<file path="src/rtl/circle_pkg.sv">
// Shared coordinate types for the circle renderer and its endpoint update scheduler.
package circle_pkg;

  localparam int COORD_X_W = 11;
  localparam int COORD_Y_W = 10;

  typedef struct packed {
    logic [COORD_X_W-1:0] x1;
    logic [COORD_Y_W-1:0] y1;
    logic [COORD_X_W-1:0] x2;
    logic [COORD_Y_W-1:0] y2;
  } circle_coords_t;

  typedef enum logic {
    ST_IDLE,
    ST_PENDING
  } sched_state_e;

endpackage

</file>
<file path="src/rtl/rr_arbiter.sv">
// Combinational round-robin pick: first set request searching upward from ptr+1 (mod N).
module rr_arbiter #(
  parameter int N  = 3,
  parameter int IW = $clog2(N)
) (
  input  logic [N-1:0]  req,
  input  logic [IW-1:0] ptr,
  input  logic          enable,
  output logic [N-1:0]  grant,
  output logic [IW-1:0] grant_idx,
  output logic          grant_vld
);

  always_comb begin
    grant     = '0;
    grant_idx = '0;
    grant_vld = 1'b0;
    // Walk from farthest to nearest so the nearest candidate after ptr wins.
    for (int k = N; k >= 1; k--) begin
      int idx;
      idx = (int'(ptr) + k) % N;
      if (enable && req[idx]) begin
        grant      = '0;
        grant[idx] = 1'b1;
        grant_idx  = IW'(idx);
        grant_vld  = 1'b1;
      end
    end
  end

endmodule

</file>
<file path="src/rtl/circle_update_scheduler.sv">
// Arbitrates endpoint updates into a single pending slot and commits it to the renderer
// only on the frame-boundary pixel, so a circle never changes mid-frame.
module circle_update_scheduler
  import circle_pkg::*;
#(
  parameter int N_REQ       = 3,
  parameter int FRAME_LINE  = 720,
  parameter int LAST_HCOUNT = 1649,
  parameter int LAST_VCOUNT = 749
) (
  input  logic                     clk_in,
  input  logic                     rst_in,
  input  logic [10:0]              hcount_in,
  input  logic [9:0]               vcount_in,
  input  logic [N_REQ-1:0]         req_valid_in,
  input  logic [N_REQ*11-1:0]      req_x1_in,
  input  logic [N_REQ*10-1:0]      req_y1_in,
  input  logic [N_REQ*11-1:0]      req_x2_in,
  input  logic [N_REQ*10-1:0]      req_y2_in,
  output logic [N_REQ-1:0]         req_ready_out,
  input  logic                     hold_in,
  output logic [10:0]              x_out_1,
  output logic [9:0]               y_out_1,
  output logic [10:0]              x_out_2,
  output logic [9:0]               y_out_2,
  output logic                     visible_out,
  output logic                     commit_out,
  output logic [$clog2(N_REQ)-1:0] src_out,
  output logic                     pending_out
);

  localparam int IW = $clog2(N_REQ);

  sched_state_e   state_q, state_d;
  circle_coords_t pend_q, pend_d;
  circle_coords_t out_q, out_d;
  logic [IW-1:0]  pend_src_q, pend_src_d;
  logic [IW-1:0]  ptr_q, ptr_d;
  logic [IW-1:0]  src_q, src_d;
  logic           vis_q, vis_d;
  logic           commit_q, commit_d;

  logic [N_REQ-1:0] grant;
  logic [IW-1:0]    grant_idx;
  logic             grant_vld;
  logic             boundary;
  circle_coords_t   sel;

  rr_arbiter #(.N(N_REQ), .IW(IW)) u_arb (
    .req       (req_valid_in),
    .ptr       (ptr_q),
    .enable    (state_q == ST_IDLE),
    .grant     (grant),
    .grant_idx (grant_idx),
    .grant_vld (grant_vld)
  );

  // Out-of-range counters can never equal the commit pixel, so they simply never commit.
  assign boundary = (hcount_in == 11'd0) && (vcount_in == 10'(FRAME_LINE))
                    && (int'(hcount_in) <= LAST_HCOUNT) && (int'(vcount_in) <= LAST_VCOUNT);

  always_comb begin
    sel.x1 = req_x1_in[int'(grant_idx)*COORD_X_W +: COORD_X_W];
    sel.y1 = req_y1_in[int'(grant_idx)*COORD_Y_W +: COORD_Y_W];
    sel.x2 = req_x2_in[int'(grant_idx)*COORD_X_W +: COORD_X_W];
    sel.y2 = req_y2_in[int'(grant_idx)*COORD_Y_W +: COORD_Y_W];
  end

  always_comb begin
    state_d    = state_q;
    pend_d     = pend_q;
    pend_src_d = pend_src_q;
    ptr_d      = ptr_q;
    out_d      = out_q;
    src_d      = src_q;
    vis_d      = vis_q;
    commit_d   = 1'b0;
    case (state_q)
      ST_IDLE: begin
        if (grant_vld) begin
          pend_d     = sel;
          pend_src_d = grant_idx;
          ptr_d      = grant_idx;
          state_d    = ST_PENDING;
        end
      end
      ST_PENDING: begin
        if (boundary && !hold_in) begin
          out_d    = pend_q;
          src_d    = pend_src_q;
          vis_d    = 1'b1;
          commit_d = 1'b1;
          state_d  = ST_IDLE;
        end
      end
      default: state_d = ST_IDLE;
    endcase
  end

  always_ff @(posedge clk_in) begin
    if (rst_in) begin
      state_q    <= ST_IDLE;
      pend_q     <= '0;
      pend_src_q <= '0;
      ptr_q      <= IW'(N_REQ - 1);
      out_q      <= '0;
      src_q      <= '0;
      vis_q      <= 1'b0;
      commit_q   <= 1'b0;
    end else begin
      state_q    <= state_d;
      pend_q     <= pend_d;
      pend_src_q <= pend_src_d;
      ptr_q      <= ptr_d;
      out_q      <= out_d;
      src_q      <= src_d;
      vis_q      <= vis_d;
      commit_q   <= commit_d;
    end
  end

  assign req_ready_out = grant;
  assign x_out_1       = out_q.x1;
  assign y_out_1       = out_q.y1;
  assign x_out_2       = out_q.x2;
  assign y_out_2       = out_q.y2;
  assign src_out       = src_q;
  assign visible_out   = vis_q;
  assign commit_out    = commit_q;
  assign pending_out   = (state_q == ST_PENDING);

endmodule

</file>
<file path="config.mk">
export PLATFORM = sky130hd
export DESIGN_NAME = circle_update_scheduler
export DESIGN_NICKNAME = d
export VERILOG_FILES = /design/src/rtl/circle_pkg.sv /design/src/rtl/rr_arbiter.sv /design/src/rtl/circle_update_scheduler.sv
export SDC_FILE = /design/constraint.sdc
export NUM_CORES = 1
export LEC_CHECK = 0
export CAP_MARGIN = 20
export CORE_MARGIN = 1.5
export CORE_UTILIZATION = 47
export DETAILED_ROUTE_END_ITERATION = 10
export PLACE_DENSITY = 0.87
export SYNTH_ARGS = -nofsm -noshare
export SYNTH_HDL_FRONTEND = slang
export SYNTH_HIERARCHICAL = 1
export SYNTH_SLANG_ARGS = --single-unit
</file>
<file path="constraint.sdc">
create_clock -name clk_in -period 5.3 [get_ports clk_in]
set_input_delay 1.06 -clock clk_in [delete_from_list [all_inputs] [get_ports clk_in]]
set_output_delay 1.06 -clock clk_in [all_outputs]
set_load 0.03 [all_outputs]
</file>
==> impl_results.md <==
- Outcome: finished clean
- Multi-input gate area: 2780 sq um
- Die Y: 105 um
- Worst r2r src: pend_src_q[0]
- CTS root buf: clkbuf_8
- Main synth FF type: dfxtp_1
- Largest net degree at the start of global routing: 137
- Largest delay share family, worst path: buffers and inverters
- Mapped Nets: 714
- Final Setup Violations: 0
- Min Hold Slack: 0.460 ns
- Cell Area, Synth: 4900 sq um
- Yosys reg bits: 92
- Total number of vias: 4,459
- First-pass GRT wire length: 19,900 um
- Layout Utilization: 69.4%
- Clock tree from TritonCTS: done
- Most frequent CP cell: clkdlybuf4s50_1
- Leakage: 0.00253 uW
- Least-Margin Pin Slew: 1.03 ns
- Power Density: 387 nW/um^2
- Slew HR: 30.9%
- Yosys warnings: 6
- Post-CTS resize count: 0
- Largest stage delay on the critical path: 0.69 ns
- Initial antenna violation count: 0
- Syn-to-layout area delta: 44.9%
- Boundary Pins: 203
- WS Path Type: input pin to output pin
- TritonCTS buffer count: 9
- VDD IR-drop max: 287 uV
- Die area: 11,000 sq um
- Hold-fix buffers, CTS: 0
- Crit end category: output pin
- Tcrit/Tclk final: 80.4%
- Required time worst endpoint: 4.24 ns
- Critical path peak fanout: 8
- Arrival time worst endpoint: 3.20 ns
- Max cap viols: 0
- Post-synth EDFFs: 0
- Die Wd: 105 um
- CTS sink cnt: 92
- Total global routing overflow: 0
- Final hold vios: 0
- Critical Path, Cell by Cell: clkdlybuf4s50_1 -> mux2_2 -> a31oi_4 -> o21ai_0 -> a21oi_1 -> clkdlybuf4s50_1
- 1st-pass router iterations: 5
- H-tree depth: 3
- Clock skew: 0.0148 ns
- Syn Inst Count: 557
- Asr flop ratio synth: 0%
- Slowest CP cell: clkdlybuf4s50_1
- Vias per cell: 5.15
- Critical path launch point type: input pin
- Final #Nets: 882
- Postcts setup bufs: 0
- Rows: 37
- Vias in the first global route: 4,298
- Final period demand of the worst path: 4.26 ns
- DRT Wirelength: 12,200 um
- Worst Hold Class: register to register
- Later-pin clock latency in the skew report: 0.35 ns
- Ant diodes: 0
- Core ar.: 10,200 sq um
- CTS Buffer Depth: 2
- Max-slew violation count: 0
- Fmax: 235 MHz
- Post-route DRC: 0
- WL per Instance: 14.1 um
- Register area: 1840 sq um
- Sequential-to-total area share from yosys stat: 37.6%
- Synthesized area per cell: 8.79 sq um
- WP buf/inv: 2
- Worst-path clk slew: 0.08 ns
- DRT iter0 DRCs: 161
- Layout cells sized above 1: 4.11%
- GRT Total Usage: 21.9%
- Routed Antenna Nets: 0
- Initial Util: 47.9%
- Routability cong.: 0.999
- Fillers: 813
- Synth cell types: 38
- DP HPWL: 8760 um
- Port buffer count: 202
- CP startpoint: req_valid_in[2]
- Unrepaired setup endpoints after global routing: no
- Sum of negative setup slack: 0 ns
- Hold_sp: pend_src_q[1]
==> synth_stat cells, drive strengths merged (2+ instances only) <==
| cell | count | area, sq um |
|---|---|---|
| nor4 | 2 | 12.5 |
| nand4 | 2 | 27.5 |
| nor2 | 88 | 347 |
| a211oi | 43 | 323 |
| o21ai | 2 | 10.0 |
| nand2b | 89 | 557 |
| o211ai | 3 | 22.5 |
| ha | 4 | 50.1 |
| and4bb | 2 | 25.0 |
| a21oi | 7 | 35.0 |
| clkbuf | 25 | 93.8 |
| o21a | 3 | 22.5 |
| mux2i | 87 | 871 |
| nor3 | 46 | 230 |
| buf | 22 | 171 |
| nand3 | 2 | 10.0 |
| a31oi | 2 | 27.5 |
| nand2 | 14 | 55.1 |
| inv | 10 | 37.5 |
| nor2b | 2 | 12.5 |
| dfxtp | 92 | 1840 |
==> metal layers <==
metal	up-vias	track usage (%)	wire (um)	share of wire, %
li1	2237	-	-	-
met1	2044	24.3	4830	40
met2	157	41.0	6370	52
met3	21	4.24	739	6.1
met4	0	8.12	238	2.0
met5	-	0	0	0
==> power by group <==
part | switching (uW) | internal [uW]
Sequential | 96.6 | 873
Clock | 240 | 266
Combinational | 721 | 547
==> cells in the final DEF (no fill, tap or decap), types with 3 or more instances in the layout <==
master / instances
mux2i_1: 87
clkbuf_8: 9
clkdlybuf4s50_1: 201
nor2_1: 87
a21oi_1: 6
nand2_1: 12
o211ai_1: 3
nand2b_1: 89
ha_1: 4
dfxtp_1: 92
nor3_1: 46
a211oi_1: 43
inv_1: 10
==> final timing paths <==
kind | end | slack, ns | cells past startpoint
max | req_ready_out[2] | 1.04 | 6
min | pend_src_q[1] | 0.46 | 2
max reg2reg | pend_q[20] | 1.84 | 9
min reg2reg | pend_src_q[1] | 0.46 | 2
==> area by class of cell <==
| cell class | count | share of cell area [%] |
|---|---|---|
| Timing Repair Buffer | 204 | 28.8 |
| Clock buffer | 10 | 1.80 |
| Inverter | 10 | 0.529 |
| Clock inverter | 6 | 1.25 |
| Sequential cell | 92 | 26.0 |
| Tap cell | 136 | 2.40 |
| Multi-Input combinational cell | 408 | 39.2 |
==> state kept, by name (all words and copies together) (netlist names) <==
register and flops:
x_out_2 11, src_out 2, x_out_1 11, y_out_2 10
pending_out 1, pend_q 42, ptr_q 1, commit_out 1
y_out_1 10, pend_src_q 2, visible_out 1
==> metrics by stage <==
| step | power [uW] | setup slack, ns | instance area (sq um) | cells |
|---|---|---|---|---|
| after floorplan | 1890 | 2.08 | 4900 | 557 |
| after global placement | 2200 | 1.15 | 6880 | 850 |
| after detailed placement | 2260 | 1.10 | 6880 | 850 |
| after CTS | 2770 | 1.08 | 7100 | 866 |
| after global routing | 2950 | 0.961 | 7100 | 866 |
| final | 2740 | 1.04 | 7100 | 866 |
==> cells by family after synthesis <==
kind of cell    synth area share (%)
mux                             18.0
simple gates                    27.5
flops                           37.6
fa+ha+maj                       1.02
compound gates                  9.73
buf+inv                         6.18
==> worst register-to-register path, cell delays in order, from the launching register on <==
cell,delay [ns]
dfxtp_1,0.42
inv_1,0.09
ha_1,0.35
nor2_1,0.22
nand2_1,0.10
a211oi_1,0.36
o21a_2,0.87
nor2b_4,0.44
a211oi_1,0.41
nor3_1,0.07
Note: power is estimated with default switching activity, not from simulation.
